File: src/rtl/sprite_rom_arbiter.sv
// sprite_rom_arbiter
//   Round-robin arbiter that shares one single-port, read-only sprite ROM
//   between NREQ overlay requesters. A winner may keep the port for up to
//   MAX_BURST consecutive issues, so that a scanline segment can stream
//   without interruption. Read data is returned tagged with the requester
//   ID. When the data is not valid it is forced to black.
//
// Ports
//   clk       clock
//   reset     synchronous, active-high reset
//   req       per-requester read request (level)
//   addr      packed request addresses; requester i uses [i*AW +: AW]
//   gnt       one-hot; bit i means requester i's address from the previous
//             cycle is being issued in this cycle
//   rom_en    ROM read enable
//   rom_addr  ROM address (the winner's addr, unmodified)
//   rom_data  ROM read data, valid ROM_LAT cycles after rom_en
//   rd_valid  rd_data / rd_id valid
//   rd_id     requester index that owns rd_data
//   rd_data   rom_data while rd_valid is high, otherwise 0
module sprite_rom_arbiter #(
  parameter int unsigned NREQ      = 3,
  parameter int unsigned AW        = 16,
  parameter int unsigned DW        = 12,
  parameter int unsigned ROM_LAT   = 1,
  parameter int unsigned MAX_BURST = 4
) (
  input  logic                 clk,
  input  logic                 reset,
  input  logic [NREQ-1:0]      req,
  input  logic [NREQ*AW-1:0]   addr,
  output logic [NREQ-1:0]      gnt,
  output logic                 rom_en,
  output logic [AW-1:0]        rom_addr,
  input  logic [DW-1:0]        rom_data,
  output logic                 rd_valid,
  output logic [1:0]           rd_id,
  output logic [DW-1:0]        rd_data
);

  localparam int unsigned   CW      = (MAX_BURST > 1) ? $clog2(MAX_BURST) : 1;
  localparam logic [CW-1:0] CntLast = CW'(MAX_BURST - 1);
  // Pointer starts at the last requester so that requester 0 wins first.
  localparam logic [1:0]    PtrInit = 2'(NREQ - 1);

  typedef enum logic [0:0] {StIdle, StOwn} state_e;

  state_e            state_q, state_d;
  logic [1:0]        ptr_q;      // last winner; also the current owner in StOwn
  logic [CW-1:0]     cnt_q, cnt_d;

  logic [NREQ-1:0]   gnt_q;
  logic              rom_en_q;
  logic [AW-1:0]     rom_addr_q;

  logic              found;
  logic [1:0]        next_idx;
  logic              issue;
  logic [1:0]        win;
  logic [AW-1:0]     win_addr;

  logic [ROM_LAT-1:0] vld_pipe_q;
  logic [1:0]         id_pipe_q [ROM_LAT];

  // Circular successor of base by off positions, off in 1..NREQ.
  function automatic logic [1:0] wrap_idx(input logic [1:0] base, input int unsigned off);
    int unsigned s;
    s = 32'(base) + off;
    if (s >= NREQ) s = s - NREQ;
    return 2'(s);
  endfunction

  // First requester after the pointer. The search covers the pointer itself
  // last, so a lone owner whose burst is exhausted gets regranted directly.
  always_comb begin
    found    = 1'b0;
    next_idx = ptr_q;
    for (int unsigned i = 1; i <= NREQ; i++) begin
      if (!found && req[wrap_idx(ptr_q, i)]) begin
        found    = 1'b1;
        next_idx = wrap_idx(ptr_q, i);
      end
    end
  end

  // Next-state and issue decision for this cycle.
  always_comb begin
    issue   = 1'b0;
    win     = ptr_q;
    cnt_d   = '0;
    state_d = state_q;
    unique case (state_q)
      StIdle: begin
        if (found) begin
          issue   = 1'b1;
          win     = next_idx;
          state_d = StOwn;
        end
      end
      StOwn: begin
        if (req[ptr_q] && (cnt_q != CntLast)) begin
          issue = 1'b1;
          win   = ptr_q;
          cnt_d = cnt_q + 1'b1;
        end else if (found) begin
          issue = 1'b1;
          win   = next_idx;
        end else begin
          state_d = StIdle;
        end
      end
      default: state_d = StIdle;
    endcase
  end

  // Winner's address, passed through bit-exact.
  always_comb begin
    win_addr = '0;
    for (int unsigned i = 0; i < NREQ; i++) begin
      if (win == 2'(i)) win_addr = addr[i*AW +: AW];
    end
  end

  // Arbiter FSM and registered issue outputs.
  always_ff @(posedge clk) begin
    if (reset) begin
      state_q    <= StIdle;
      ptr_q      <= PtrInit;
      cnt_q      <= '0;
      gnt_q      <= '0;
      rom_en_q   <= 1'b0;
      rom_addr_q <= '0;
    end else begin
      state_q  <= state_d;
      cnt_q    <= cnt_d;
      gnt_q    <= issue ? (NREQ'(1) << win) : '0;
      rom_en_q <= issue;
      if (issue) begin
        ptr_q      <= win;
        rom_addr_q <= win_addr;
      end
    end
  end

  // Return pipeline mirrors the ROM latency. While rom_en_q is high ptr_q
  // holds the ID of the read being issued.
  always_ff @(posedge clk) begin
    if (reset) begin
      vld_pipe_q <= '0;
      for (int unsigned i = 0; i < ROM_LAT; i++) id_pipe_q[i] <= 2'd0;
    end else begin
      vld_pipe_q[0] <= rom_en_q;
      id_pipe_q[0]  <= rom_en_q ? ptr_q : 2'd0;
      for (int unsigned i = 1; i < ROM_LAT; i++) begin
        vld_pipe_q[i] <= vld_pipe_q[i-1];
        id_pipe_q[i]  <= id_pipe_q[i-1];
      end
    end
  end

  assign gnt      = gnt_q;
  assign rom_en   = rom_en_q;
  assign rom_addr = rom_addr_q;
  assign rd_valid = vld_pipe_q[ROM_LAT-1];
  assign rd_id    = id_pipe_q[ROM_LAT-1];
  assign rd_data  = {DW{rd_valid}} & rom_data;

endmodule

File: config.mk
export PLATFORM = sky130hd
export DESIGN_NAME = sprite_rom_arbiter
export DESIGN_NICKNAME = d
export VERILOG_FILES = /design/src/rtl/sprite_rom_arbiter.sv
export SDC_FILE = /design/constraint.sdc
export NUM_CORES = 1
export LEC_CHECK = 0
export CORE_MARGIN = 3
export CORE_UTILIZATION = 42
export DETAILED_ROUTE_END_ITERATION = 6
export PLACE_DENSITY = 0.93
export SYNTH_ARGS = -nofsm -noshare
export SYNTH_HDL_FRONTEND = slang
export SYNTH_SLANG_ARGS = --single-unit
File: constraint.sdc
create_clock -name clk -period 6.25 [get_ports clk]
set_input_delay 0.625 -clock clk [delete_from_list [all_inputs] [get_ports clk]]
set_output_delay 0.625 -clock clk [all_outputs]
set_load 0.02 [all_outputs]
# Word level (Yosys, flattened, before mapping)
# Memories as Yosys holds them, arrays and structs flattened.
# Cells that the tools add are included.
dict set report totals {
  mem_count 1
  word_cells 70
  ram_bits 2
  rom_bits 0
  latch_bits 0
  input_bits 65
  ff_bits 25
  out_inout_bits 35
}
# name depth width rd rd_clocked_by_memory_dff wr line_no
set mem_list {}
lappend mem_list {id_pipe_q 1 2 1 0 1 63} ;# logic [1:0] id_pipe_q [ROM_LAT];
dict set report op_classes {
  mul 0
  eq_ne 3
  shift 1
  bitwise_logic 4
  div_mod_pow 0
  add_sub_neg 7
  n_mux 32
  magnitude_cmp 7
  reduce_logical 9
}
# operator count
set op_table {}
lappend op_table {{16-bit two-way mux} 3}
lappend op_table {{2-bit two-way mux} 10}
lappend op_table {{1-bit two-way mux} 13}
lappend op_table {{12-bit bitwise AND} 1}
lappend op_table {{2-bit by 3-bit less-than comparator with 1-bit output (second input constant)} 4}
lappend op_table {{3-bit by 2-bit >= comparator with 1-bit output (second input constant)} 3}
lappend op_table {{1-bit binary-select mux with 2-bit select} 4}
lappend op_table {{2-bit by 2-bit adder with 3-bit output (second input constant)} 2}
lappend op_table {{2-bit subtractor (second input constant)} 3}
lappend op_table {{2-bit one-hot mux with 2 select lines} 1}
lappend op_table {{2-bit OR reduction} 2}
lappend op_table {{2-bit by 1-bit adder with 3-bit output (second input constant)} 1}
lappend op_table {{1-bit logical AND} 3}
lappend op_table {{1-bit NOT} 3}
lappend op_table {{3-bit OR reduction} 1}
lappend op_table {{1-bit by 2-bit << shifter with 3-bit output (first input constant)} 1}
lappend op_table {{2-bit by 1-bit adder with 2-bit output (second input constant)} 1}
lappend op_table {{2-bit by 1-bit == test with 1-bit output (second input constant)} 1}
lappend op_table {{2-bit == test (second input constant)} 1}
lappend op_table {{1-bit logical NOT} 2}
lappend op_table {{2-bit logical NOT} 1}
lappend op_table {{2-bit inequality test (second input constant)} 1}
lappend op_table {{1-bit one-hot mux with 2 select lines} 1}

# Logic depth before layout (Yosys ltp)
# Gate-level depths: netlist (run 1).
dict set report depth {
  depth_word 19
  ltp_mapped 11
  depth_no_buf 9
}

# Least setup slack after synthesis (run 1)
# No wires, ideal clock.
dict set report synth_timing {
  path_type {reg-to-reg}
  startpoint {reg ptr_q[1]}
  endpoint {reg rom_addr_q[10] (netlist: rom_addr[10])}
  t_required_ns 6.126
  path_stages_with_launch 10
  setup_slack_ns 3.740
  path_buffers 2
  arrival_time_ns 2.387
  period_less_slack_ns 2.510
  path_cell_list {dfxtp_1 > inv_1 > ha_1 > or3_4 > a32o_1 > a221o_1 > buf_6 > buf_12 > a211oi_2 > o32ai_2}
}
dict set report synth_between {
  elab_chain_cells 19
}
# item line_no
set synth_lines {}
lappend synth_lines {{from (decl)} 49} ;# logic [1:0] ptr_q;
lappend synth_lines {{from (signal assigned)} 128} ;# ptr_q <= PtrInit;
lappend synth_lines {{from (signal assigned)} 139} ;# ptr_q <= win;
lappend synth_lines {{2-bit by 1-bit adder with 3-bit output} 68} ;# s = 32'(base) + off;
lappend synth_lines {{3-bit by 2-bit >= comparator with 1-bit output / 2-bit subtractor (equally long branches)} 69} ;# if (s >= NREQ) s = s - NREQ;
lappend synth_lines {{2-bit two-way mux} 69}
lappend synth_lines {{1-bit binary-select mux with 2-bit select} 79} ;# if (!found && req[wrap_idx(ptr_q, i)]) begin
lappend synth_lines {{1-bit two-way mux (implied by the code)} 79}
lappend synth_lines {{1-bit two-way mux} 79}
lappend synth_lines {{1-bit logical NOT} 79}
lappend synth_lines {{1-bit logical AND} 79}
lappend synth_lines {{1-bit two-way mux} 79}
lappend synth_lines {{1-bit logical NOT} 79}
lappend synth_lines {{1-bit logical AND} 79}
lappend synth_lines {{2-bit two-way mux / 1-bit two-way mux (equally long branches)} 79}
lappend synth_lines {{2-bit two-way mux} {94, 105}}
lappend synth_lines {{2-bit two-way mux} 101} ;# if (req[ptr_q] && (cnt_q != CntLast)) begin
lappend synth_lines {{2-bit one-hot mux with 2 select lines} 92} ;# unique case (state_q)
lappend synth_lines {{2-bit logical NOT} 120} ;# if (win == 2'(i)) win_addr = addr[i*AW +: AW];
lappend synth_lines {{16-bit two-way mux (3 in a row)} 120}
lappend synth_lines {{to (signal assigned)} 140} ;# rom_addr_q <= win_addr;
lappend synth_lines {{to (decl)} 54} ;# logic [AW-1:0] rom_addr_q;
# Parallel ways exist; a longest one is shown, timed or not. The select of a mux whose other input is x is not followed.
# A chain may end at the register's enable or synchronous reset.

# Final worst setup path (run 1)
dict set report layout_timing {
  startpoint {reg ptr_q[1]}
  endpoint {reg rom_addr_q[11] (netlist: rom_addr[11])}
}
# The elaborated chain is that of the path after synthesis.

==> results of run 1 <==
## final timing paths
check | to | slack, ns | depth (start not counted)
max | rom_addr[11] | 2.64 | 8
min | cnt_q[0] | 0.43 | 1
max reg2reg | rom_addr[11] | 2.64 | 8
min reg2reg | cnt_q[0] | 0.43 | 1
## metrics by stage
stage / power [uW] / hold slack (ns)
2_1_floorplan: 962 / 0.405
3_3_place_gp: 1070 / 0.418
3_5_place_dp: 1100 / 0.420
4_1_cts: 1200 / 0.434
5_1_grt: 1280 / 0.476
6_report: 1200 / 0.430
## synth_stat cells, types with 3 or more instances
master / number
a21oi_1: 14
a211oi_2: 8
o32ai_2: 7
and2_1: 12
inv_1: 31
dfxtp_1: 27
nor3_1: 4
o211ai_1: 3
clkbuf_8: 5
a211oi_1: 6
a31oi_1: 13
nand3_1: 4
o32ai_1: 6
nor2_1: 3
ha_1: 4
and3_1: 3
nand4_1: 3
nand2_1: 7
mux2i_1: 5
buf_6: 3
## power breakdown
part | total [uW] | switching [uW] | internal [uW] | leakage [uW]
Combinational | 825 | 467 | 359 | 0.000835
Clock | 102 | 56.9 | 44.8 | 0.0000255
Sequential | 273 | 39.8 | 234 | 0.000224
## cell type report
class	instances	area (um^2)	share of cell area, %
timing repair buffer	101	1010	36.1
multi-input combinational	128	1010	36.4
tap	50	62.6	2.25
sequential	27	541	19.4
inverter	31	116	4.18
clock inverter	1	5.00	0.180
clock buffer	3	41.3	1.48
## registers in the layout, summed over array words and instances, names as in the netlist
register,count
rom_en,1
rd_valid,1
id_pipe_q,2
rom_addr,16
gnt,3
cnt_q,2
ptr_q,2
## cell families after synthesis
logic type	synth area share, %
AOI/OAI and AO/OA	34.3
muxes	2.70
buffers and inverters	16.1
DFF	29.2
and+or+nand+nor	15.0
adders and majority gates	2.70
## worst max-delay path, delay by kind of cell (launching register included)
family / cells / cell delay, ns
buf+inv: 2 / 0.57
flops: 1 / 0.49
compound gates: 3 / 1.23
simple gates: 2 / 0.70
fa+ha+maj: 1 / 0.53
## metal layers
metal  wire (um)  vias up
li1            -      910
met2        2590       90
met3         476       15
met5           0        -
met1        2120      872
met4         141        0
==> impl_metrics.toml, run 1 <==
[run_status]
outcome = "completed"

[cts]
holdBufCountCts = 0
clock_sinks = 27
cts_tree = "done"
clock_latency_ns = 0.28
clock-root-buffer = "clkbuf_8"
htreeDepth = 1
clk_pin_slew_worst_paths_ns = 0.10
cts_buffers = 3
post_cts_resized = 0
post_cts.repair.setup_buffers = 0
cts_buffer_depth = 2

[setup_path]
crit_arrival_ns = 3.80
path_cells = "inv_1 > ha_1 > nor4_1 > a41oi_1 > and3_1 > buf_4 > a211oi_2 > o32ai_2"
critPathMaxStageDelay_ns = 0.81
startpoint_type = "flop"
cp_max_fo = 22
required_ns = 6.44
end_kind = "flop"
cp-startpoint = "ptr_q[1]"
crit_type = "reg2reg"
timing.rr.start = "ptr_q[1]"
cpMaxStageDelayCell = "a41oi_1"

[grt]
grt-busiest-layer = "met2"
grt_pass1_vias = 1843
use_met3_pct = 5.54
grt_overflow = 0
use_met2_pct = 32.8
use_met1_pct = 23.9
grt_pass1_wl_um = 8290
grt_max_degree = 23
grt_use_total_pct = 19.8
antenna_found_initial = 0

[synthesis]
yosys-top-cells-area = "dfxtp_1 29%, inv_1 6.3%, o32ai_2 6.1%, a211oi_2 5.4%, a31oi_1 4.4%"
yosysTopAreaCellShare_pct = 29.2
yosysWarnings = 0
avgSynthCellArea_um2 = 9.26
synthFlopType = "dfxtp_1"
syn-cell-area_um2 = 1850
ys_async_sr_fraction_pct = 0
yosysUniqueCellTypes = 49
synth_largest_area_cell = "dfxtp_1"
synthCells = 200
ys_seq_elements = 27
synth_edf_count = 0
synth_seq_area_share_pct = 29.2
syn_nets = 269

[floorplan]
core-area_um2 = 4120
initial_core_util_pct = 45.0
fp.dieW_um = 72.4
die_y_um = 72.4
die-area_um2 = 5240
rows = 23
boundaryPins = 100

[placement]
portBuffers = 99
globalplace.congestion = 0.851
pre_cts_ws_ns = 2.43
placed_cell_area_um2 = 2740
hpwl_um = 4100
dp.cells = 337

[finish]
area_growth_pct = 50.4
drive_gt1_share_pct = 10.3
instances_no_fill = 341
layout.cells.most_common_list = "99 x clkdlybuf4s50_1, 31 x inv_1, 27 x dfxtp_1, 14 x a21oi_1, 13 x a31oi_1"
nFillCells = 330
final_util_pct = 67.7
design_area_um2 = 2790
nets = 361
layout_commonest_cell = "clkdlybuf4s50_1"
diodes = 0

[timing]
worst_clock_skew_ns = 0.00466
final.min_clock_period_ns = 3.61
tightest_slew_ns = 1.06
setup_ws_ns = 2.64
fin_tns_setup_ns = 0
timing.slew.headroom_pct = 28.5
fmax_mhz = 277
rsz0062_at_grt = "no"
hold_violations = 0
setup_violations = 0
slew_viol_final = 0
period_share_pct = 57.8

[min_path]
hp-start = "cnt_q[0]"
min_path_type = "reg2reg"

[detailed_routing]
vias_per_cell = 5.53
vias = 1887
drt-total-wl_um = 5330
wl_per_cell_um = 15.6
drtIter0Drc = 70
firstDrtPassIters = 4
drc = 0
ant_nets = 0

[job]
cap_violations = 0

[pwr]
power_leakage_uw = 0.00108
power.density_nw_per_um2 = 431
peakVddDrop_mv = 0.259
No activity file was read; power rests on OpenSTA's default activity.
==> inputs of run 2 (changes only) <==
- CORE_UTILIZATION: 42 -> 39
- PLACE_DENSITY: 0.93 -> 0.87
- clock period: 6.25 -> 3.4 ns (I/O delays scaled with it)
==> run 2 against run 1 <==
Effect of this change: die area grew 7.0%; clock power increased by 77%; critical path depth fell by 1; worst hold slack better by 0.013 ns; power is 88% higher; sequential power up 84%; fmax grew 17%; register-to-register slack lost 2.3 ns; core utilization down 4.4 points; clock skew grew 0.00078 ns; critical endpoint is now rom_addr[1]; global-route usage fell by 1.6 points; via count is 0.11% higher.
==> impl_metrics.toml, run 2 (synthesized netlist as in run 1, its figures left out) <==
[placement]
pre_cts_ws_ns = 0.322
hpwl_um = 4010
dp.cells = 345
portBuffers = 99
globalplace.congestion = 0.825

[detailed_routing]
ant_nets = 0
vias_per_cell = 5.41
firstDrtPassIters = 4
drt-total-wl_um = 5210
vias = 1889
wl_per_cell_um = 14.9
drtIter0Drc = 86
drc = 0

[cts]
cts_buffers = 3
clock_latency_ns = 0.27
cts_buffer_depth = 2
post_cts_resized = 0
htreeDepth = 1
clock-root-buffer = "clkbuf_8"
clk_pin_slew_worst_paths_ns = 0.09
post_cts.repair.setup_buffers = 0
holdBufCountCts = 0
clock_sinks = 27
cts_tree = "done"

[timing]
rsz0062_at_grt = "no"
holdWs_ns = 0.443
final.min_clock_period_ns = 3.08
slew_viol_final = 0
fmax_mhz = 325
hold_violations = 0
setup_violations = 0
tightest_slew_ns = 0.803
setup_ws_ns = 0.323
timing.slew.headroom_pct = 46.4
fin_tns_setup_ns = 0
worst_clock_skew_ns = 0.00543
period_share_pct = 90.5

[min_path]
min_path_type = "reg2reg"

[grt]
grt_use_total_pct = 18.1
grt_pass1_wl_um = 8160
grt_pass1_vias = 1798
antenna_found_initial = 0
grt_overflow = 0
grt_max_degree = 18

[setup_path]
cp_max_fo = 17
required_ns = 3.58
crit_arrival_ns = 3.25
path_cells = "inv_1 > ha_1 > or3_4 > a211oi_2 > a221o_1 > a211oi_1 > o32ai_1"
cpMaxStageDelayCell = "a221o_1"
crit_buf_inv = 1
end_kind = "flop"
startpoint_type = "flop"
critPathMaxStageDelay_ns = 0.69
crit_type = "reg2reg"
critical-path-top-delay-family = "compound AO/OA/AOI/OAI gates"

[finish]
nFillCells = 384
diodes = 0
instances_no_fill = 349
nets = 367
layout_commonest_cell = "clkdlybuf4s50_1"
largest_register_ffs = 16
area_growth_pct = 52.9
layout.cells.most_common_list = "99 x clkdlybuf4s50_1, 31 x inv_1, 27 x dfxtp_1, 14 x a21oi_1, 13 x a31oi_1"
drive_gt1_share_pct = 11.8

[pwr]
p_sw_uw = 1040
power_leakage_uw = 0.00111
power_uw = 2250
switching_share_pct = 46.2
peakVddDrop_mv = 0.494
internal_power_uw = 1210
p_clk_share_pct = 8.0
power.density_nw_per_um2 = 796
seqPwrFrac_pct = 22.3
comb_power_share_pct = 69.7

[floorplan]
rows = 24
boundaryPins = 100
die_y_um = 74.9
die-area_um2 = 5610
fp.dieW_um = 74.9
core-area_um2 = 4470
initial_core_util_pct = 41.4

[run_status]
outcome = "completed"

[job]
cap_violations = 0
[run 2: routing by layer]
layer  GRT usage (%)  share of wire [%]  vias to the layer above
met2            32.1                 48                       91
met4            3.56                1.7                        0
met5               0                  0                        -
met1            23.4                 42                      867
met3            2.67                8.2                        8
li1                -                  -                      923
[run 2: stage by stage]
step | utilization [%] | instance area (um^2)
after floorplan | - | 1850
after global routing | 63.3 | 2830
after global placement | 62.3 | 2790
final | 63.3 | 2830
after CTS | 63.3 | 2830
after detailed placement | 62.3 | 2790
[run 2: final cells by class]
| class | count | area [um^2] | share of cell area [%] |
|---|---|---|---|
| multi-input combinational | 128 | 1010 | 35.8 |
| inverter | 31 | 116 | 4.11 |
| tap | 52 | 65.1 | 2.30 |
| clock buffer | 4 | 45.0 | 1.59 |
| timing repair buffer | 107 | 1050 | 37.1 |
| sequential | 27 | 541 | 19.1 |
[run 2: final timing paths]
kind	start	end	slack, ns	cells after the start
worst max register to register	ptr_q[1]	rom_addr[1]	0.32	7
worst min register to register	cnt_q[0]	cnt_q[0]	0.44	1
worst max-delay path	ptr_q[1]	rom_addr[1]	0.32	7
worst min-delay path	cnt_q[0]	cnt_q[0]	0.44	1
[run 2: power groups by stage]
| stage | Sequential [uW] | Clock [uW] | Combinational, uW |
|---|---|---|---|
| floorplan | 606 | 0 | 1160 |
| global placement | 505 | 0 | 1530 |
| detailed placement | 508 | 0 | 1560 |
| CTS | 503 | 186 | 1570 |
| global route | 515 | 198 | 1720 |
| finish | 503 | 181 | 1570 |
==> inputs of run 3 (changes only) <==
- ABC_AREA: not set -> 1
- ABC_CLOCK_PERIOD_IN_PS: not set -> 3400
- PLACE_DENSITY: 0.87 -> 0.88
- SKIP_LAST_GASP: not set -> 1
==> run 3 against run 2 <==
Effect of this change: global-route usage grew 0.62 points; via count grew 11%; worst hold slack gained 0.014 ns; sequential share of layout area is essentially flat; synthesized cell count grew 51%; clock-buffer cell count shrank 1; routed wire length shrank 1.5%; clock skew shrank 0.0018 ns; power grew 19%; setup slack gained 0.42 ns; flip-flop and latch count is the same; final cell count grew 28%; largest power group unchanged; highest routed layer unchanged.
==> impl_metrics.toml, run 3 <==
[detailed_routing]
top_layer = "met4"
drc = 0
drt-total-wl_um = 5140
wl_per_cell_um = 11.5
firstDrtPassIters = 4
ant_nets = 0
vias_per_cell = 4.69
vias = 2096
met1_length_um = 1990
wl_met3_um = 478
drtIter0Drc = 155
met2_length_um = 2640

[timing]
tightest_slew_ns = 0.521
final.min_clock_period_ns = 2.66
timing.slew.headroom_pct = 65.2
setup_ws_ns = 0.740
fin_tns_setup_ns = 0
fmax_mhz = 376
period_share_pct = 78.2
setup_violations = 0
hold_violations = 0
worst_clock_skew_ns = 0.00366
slew_viol_final = 0
rsz0062_at_grt = "no"

[min_path]
min_path_type = "reg2reg"

[finish]
nFillCells = 407
drive_gt1_share_pct = 5.57
largest_register_ffs = 16
diodes = 0
nets = 465
layout_commonest_cell = "nand2_1"
area_growth_pct = 56.6
layout.cells.most_common_list = "127 x nand2_1, 99 x clkdlybuf4s50_1, 52 x inv_1, 27 x dfxtp_1, 26 x nand3_1"

[cts]
clk_pin_slew_worst_paths_ns = 0.10
post_cts_resized = 0
clock-root-buffer = "clkbuf_8"
post_cts.repair.setup_buffers = 0
cts_tree = "done"
clock_latency_ns = 0.27
cts_buffer_depth = 2
cts_buffers = 3
holdBufCountCts = 0
clock_sinks = 27
htreeDepth = 1

[synthesis]
synthCells = 302
yosysTopAreaCellShare_pct = 29.9
ys_seq_elements = 27
syn_nets = 371
yosys-top-cells-area = "dfxtp_1 30%, nand2_1 26%, inv_1 11%, nand3_1 7.2%, ha_1 2.8%"
synth.most_common_cell = "nand2_1"
syn-cell-area_um2 = 1810
synth_common_cells = "127 x nand2_1, 52 x inv_1, 27 x dfxtp_1"
yosysWarnings = 0
synth_largest_area_cell = "dfxtp_1"
avgSynthCellArea_um2 = 5.99
ys_async_sr_fraction_pct = 0
yosysUniqueCellTypes = 23
synth_edf_count = 0
synthFlopType = "dfxtp_1"
synth_seq_area_share_pct = 29.9

[placement]
globalplace.congestion = 0.942
hpwl_um = 4120
portBuffers = 99
pre_cts_ws_ns = 0.775

[floorplan]
boundaryPins = 100
core-area_um2 = 4410
rows = 24
die-area_um2 = 5500
die_y_um = 74.1
initial_core_util_pct = 41.0
fp.dieW_um = 74.1

[grt]
grt_overflow = 0
grt_max_degree = 33
grt_pass1_vias = 1961
antenna_found_initial = 0
grt_pass1_wl_um = 8260
grt_use_total_pct = 18.8

[setup_path]
crit_arrival_ns = 2.84
cpMaxStageDelayCell = "ha_1"
critical-path-top-delay-family = "simple AND/OR/NAND/NOR gates"
critPathMaxStageDelay_ns = 0.46
cp_max_fo = 21
startpoint_type = "flop"
cpMostUsedCell = "nand2_1"
path_cells = "inv_2 > ha_1 > nand2_1 > nand2_1 > nand2_2 > nand2_4 > nand2_4 > o21ai_4 > buf_4 > nand3_1 > nand2_1 > inv_1 > nand2_1 > nand2_1"
required_ns = 3.58
crit_buf_inv = 3
end_kind = "flop"
crit_type = "reg2reg"

[job]
cap_violations = 0

[pwr]
power.density_nw_per_um2 = 942
peakVddDrop_mv = 0.523
power_leakage_uw = 0.00151

[run_status]
outcome = "completed"
==> run 3: changes by cell type in the layout (fill, tap and decap cells not counted), moves of 5 or more <==
cell	delta
mux2i_1	-5
a211oi_2	-8
inv_1	+21
buf_4	-6
nand3_1	+22
a211oi_1	-6
a21oi_1	-11
a31oi_1	-13
o32ai_2	-7
nor2_1	+8
o21ai_1	+7
and2_1	-12
o32ai_1	-6
nand2_1	+120
==> run 3: per-stage QoR <==
step                util (%)  instance area, um^2  total power [uW]  hold slack (ns)  cells
floorplan                  -                 1810              2120            0.408    302
detailed placement      63.1                 2790              2490            0.441    443
finish                  64.2                 2840              2670            0.457    447
global route            64.2                 2840              2990            0.481    447
global placement        63.1                 2790              2430            0.418    443
CTS                     64.2                 2840              2680            0.460    447
==> run 3: path summary, 6_finish.rpt <==
path | from | end | slack, ns | cells past startpoint
worst max-delay path | ptr_q[0] | rom_addr[1] | 0.74 | 14
worst min-delay path | rom_addr[13] | rom_addr[13] | 0.46 | 2
worst max register to register | ptr_q[0] | rom_addr[1] | 0.74 | 14
worst min register to register | rom_addr[13] | rom_addr[13] | 0.46 | 2
==> run 3: worst reg2reg max path, stage by stage, from the launching register on <==
cell,delay (ns)
dfxtp_1,0.43
inv_2,0.11
ha_1,0.46
nand2_1,0.13
nand2_1,0.11
nand2_2,0.10
nand2_4,0.10
nand2_4,0.06
o21ai_4,0.45
buf_4,0.31
nand3_1,0.10
nand2_1,0.08
inv_1,0.04
nand2_1,0.05
nand2_1,0.04
==> run 3: cells by family after synthesis <==
family | Yosys count | synth area share (%)
fa+ha+maj | 4 | 2.76
compound gates | 18 | 5.60
simple gates | 185 | 44.8
buf+inv | 68 | 17.0
flops | 27 | 29.9
==> run 3: layout make-up <==
type / count / area [um^2] / area share [%]
Timing Repair Buffer: 101 / 1010 / 35.5
Multi-Input combinational cell: 207 / 962 / 33.9
Sequential cell: 27 / 541 / 19.1
Inverter: 56 / 213 / 7.50
Tap cell: 52 / 65.1 / 2.29
Clock buffer: 3 / 41.3 / 1.46
Clock inverter: 1 / 7.51 / 0.265
==> run 3: per-layer routing <==
metal	vias to the layer above	GRT usage, %
li1	1098	-
met1	917	21.3
met2	79	36.1
met3	2	4.05
met4	0	3.02
met5	-	0
==> run 3: report_power, final <==
part	total [uW]	switching [uW]	leakage, uW	internal [uW]
Combinational	1990	1260	0.00126	725
Clock	187	104	0.0000217	83.2
Sequential	498	61.9	0.000224	436
Total	2670	1430	0.00151	1240
==> patch, RTL diff (config.mk and constraints of run 1) <==
Change the parameter `NREQ` from 3 to 6.
--- a/src/rtl/sprite_rom_arbiter.sv
+++ b/src/rtl/sprite_rom_arbiter.sv
@@ -19,7 +19,7 @@
 //   rd_id     requester index that owns rd_data
 //   rd_data   rom_data while rd_valid is high, otherwise 0
 module sprite_rom_arbiter #(
-  parameter int unsigned NREQ      = 3,
+  parameter int unsigned NREQ      = 6,
   parameter int unsigned AW        = 16,
   parameter int unsigned DW        = 12,
   parameter int unsigned ROM_LAT   = 1,
Interface: changed (resized addr, gnt and req); port bits go from 100 to 154. The function was not compared with the original's and may differ.
==> patch against run 1 <==
  * Wire length rose by 9.6%
  * Critical path depth unchanged
  * Synthesized cell count decreased by 2.5%
  * Sequential cell count up 1
  * Global-route usage decreased by 0.098 points
  * Final area is 15% higher
  * Worst setup slack got worse by 450 ps
  * Synthesized area up 11%
  * Total power is 7.2% higher
  * Critical path type unchanged
  * Largest power group unchanged
==> patch: results (changes against run 1) <==
Clock Path Buffers - 2 (unchanged)
Setup Skew - 4.86 ps (was 4.66 ps)
Post-CTS Setup Bufs - 0 (unchanged)
Crit path max fanout - 22 (unchanged)
Total GRT Usage - 0.197 (was 0.198)
Wire per inst - 15.9 microns (was 15.6 microns)
First DRT Iteration DRCs - 92 (was 70)
Status - complete, no violations (unchanged)
Vias in the first global route - 1990 (was 1843)
CP max-delay cell - dfxtp_1 (was a41oi_1)
Max reg flops - 16 (unchanged)
Vias/cell - 5.45 (was 5.53)
Largest cells by area after synthesis - dfxtp_1 27%, mux2i_1 8.8%, or3b_1 6.8%, o211ai_2 6.7%, a32oi_1 6.4% (was dfxtp_1 29%, inv_1 6.3%, o32ai_2 6.1%, a211oi_2 5.4%, a31oi_1 4.4%)
Netlist cell types - 49 (unchanged)
Final WL - 5840 microns (was 5330 microns)
Fin nets - 423 (was 361)
Worst hold-check path type - flop to flop (unchanged)
Pleak - 1.22 nW (was 1.08 nW)
Placed Cells - 363 (was 337)
Synth async-reset ratio - 0 (unchanged)
Largest net degree at the start of global routing - 35 (was 23)
Synthesized instance count - 195 (was 200)
Worst skew pair latency - 270 ps
Initial antenna violation count - 0 (unchanged)
Clock buffers created by TritonCTS - 3 (unchanged)
Worst-path clk slew - 90 ps
VDD IR max - 0.000257 V (was 0.000259 V)
Yosys warns - 0 (unchanged)
CP arrival - 4180 ps (was 3800 ps)
Number of diodes - 0 (unchanged)
I/O Buffers - 117 (was 99)
First-pass DRT Iterations - 4 (unchanged)
Layout cell share with drive strength beyond 1 - 0.119 (was 0.103)
CTS H-tree lvls - 1 (unchanged)
Worst slew pin tran - 1010 ps (was 1060 ps)
List of most frequent post-synthesis cells - 28 x dfxtp_1, 18 x mux2i_1, 16 x or3b_1, 15 x a32oi_1, 15 x and2_1 (was 31 x inv_1, 27 x dfxtp_1, 14 x a21oi_1, 13 x a31oi_1, 12 x and2_1)
Dpl hpwl - 4630 microns (was 4100 microns)
Crit-path max cell delay - 820 ps
Root Driver - clkbuf_8 (unchanged)
Post-CTS resize count - 0 (unchanged)
Sequential-to-total area share from yosys stat - 0.273 (was 0.292)
First-pass GRT wire length - 9600 microns (was 8290 microns)
GPL Wtd Cong - 0.940 (was 0.851)
[patch: final cells by class]
type | count | area, sq um
clock buffers | 4 | 55.1
fillers | 334 | 1320
inverters | 2 | 7.51
multi-input cells | 150 | 1330
flip-flops and latches | 28 | 561
well taps | 65 | 81.3
repair buffers | 118 | 1180
[patch: cell families (layout without fill, tap and decap cells)]
logic type	count (synthesis)	after routing	share of synthesized area
AND/OR/NAND/NOR	63	63	0.215
multiplexers	29	29	0.178
flip-flops	28	28	0.273
AO/OA/AOI/OAI	52	52	0.222
adder cells (fa/ha/maj)	4	4	0.0243
buffers and inverters	18	124	0.0858
other	1	2	0.00182
[patch: metrics by stage]
stage               instance area (sq um)  power, mW   util  worst slack, ps
detailed placement                   3160       1.18  0.696             2180
floorplan                            2060      0.998      -             3540
finish                               3210       1.29  0.708             2190
CTS                                  3210       1.29  0.708             2170
global placement                     3160       1.16  0.696             2230
global route                         3210       1.38  0.708             1840
[patch: path summary, 6_finish.rpt]
path	end	depth (start not counted)	slack [ps]	startpoint
worst max register to register	rom_addr[4]$_SDFFE_PP0N_	8	2190	ptr_q[0]$_SDFFE_PP1N_
worst min register to register	cnt_q[0]$_SDFF_PP0_	1	440	cnt_q[0]$_SDFF_PP0_
worst max-delay path	rom_addr[4]$_SDFFE_PP0N_	8	2190	ptr_q[0]$_SDFFE_PP1N_
worst min-delay path	cnt_q[0]$_SDFF_PP0_	1	440	cnt_q[0]$_SDFF_PP0_
[patch: worst max-delay path: cells and delay by family, from the launching register on]
kind | cells | cell delay, ps
flops | 1 | 820
buf+inv | 1 | 250
fa+ha+maj | 1 | 310
mux | 1 | 310
compound gates | 2 | 1010
simple gates | 3 | 1210
[patch: report_power, final]
group | leakage (nW) | internal, mW | switching, mW
clock network | 0.0288 | 0.0563 | 0.0549
logic | 0.962 | 0.407 | 0.476
registers | 0.232 | 0.244 | 0.0492
total | 1.22 | 0.707 | 0.580
[patch: layer usage]
layer	vias to the layer above	track usage	share of wire
met5	-	0	0
met3	6	0.0521	0.089
met2	101	0.355	0.49
li1	970	-	-
met1	924	0.234	0.41
met4	0	0.0399	0.013
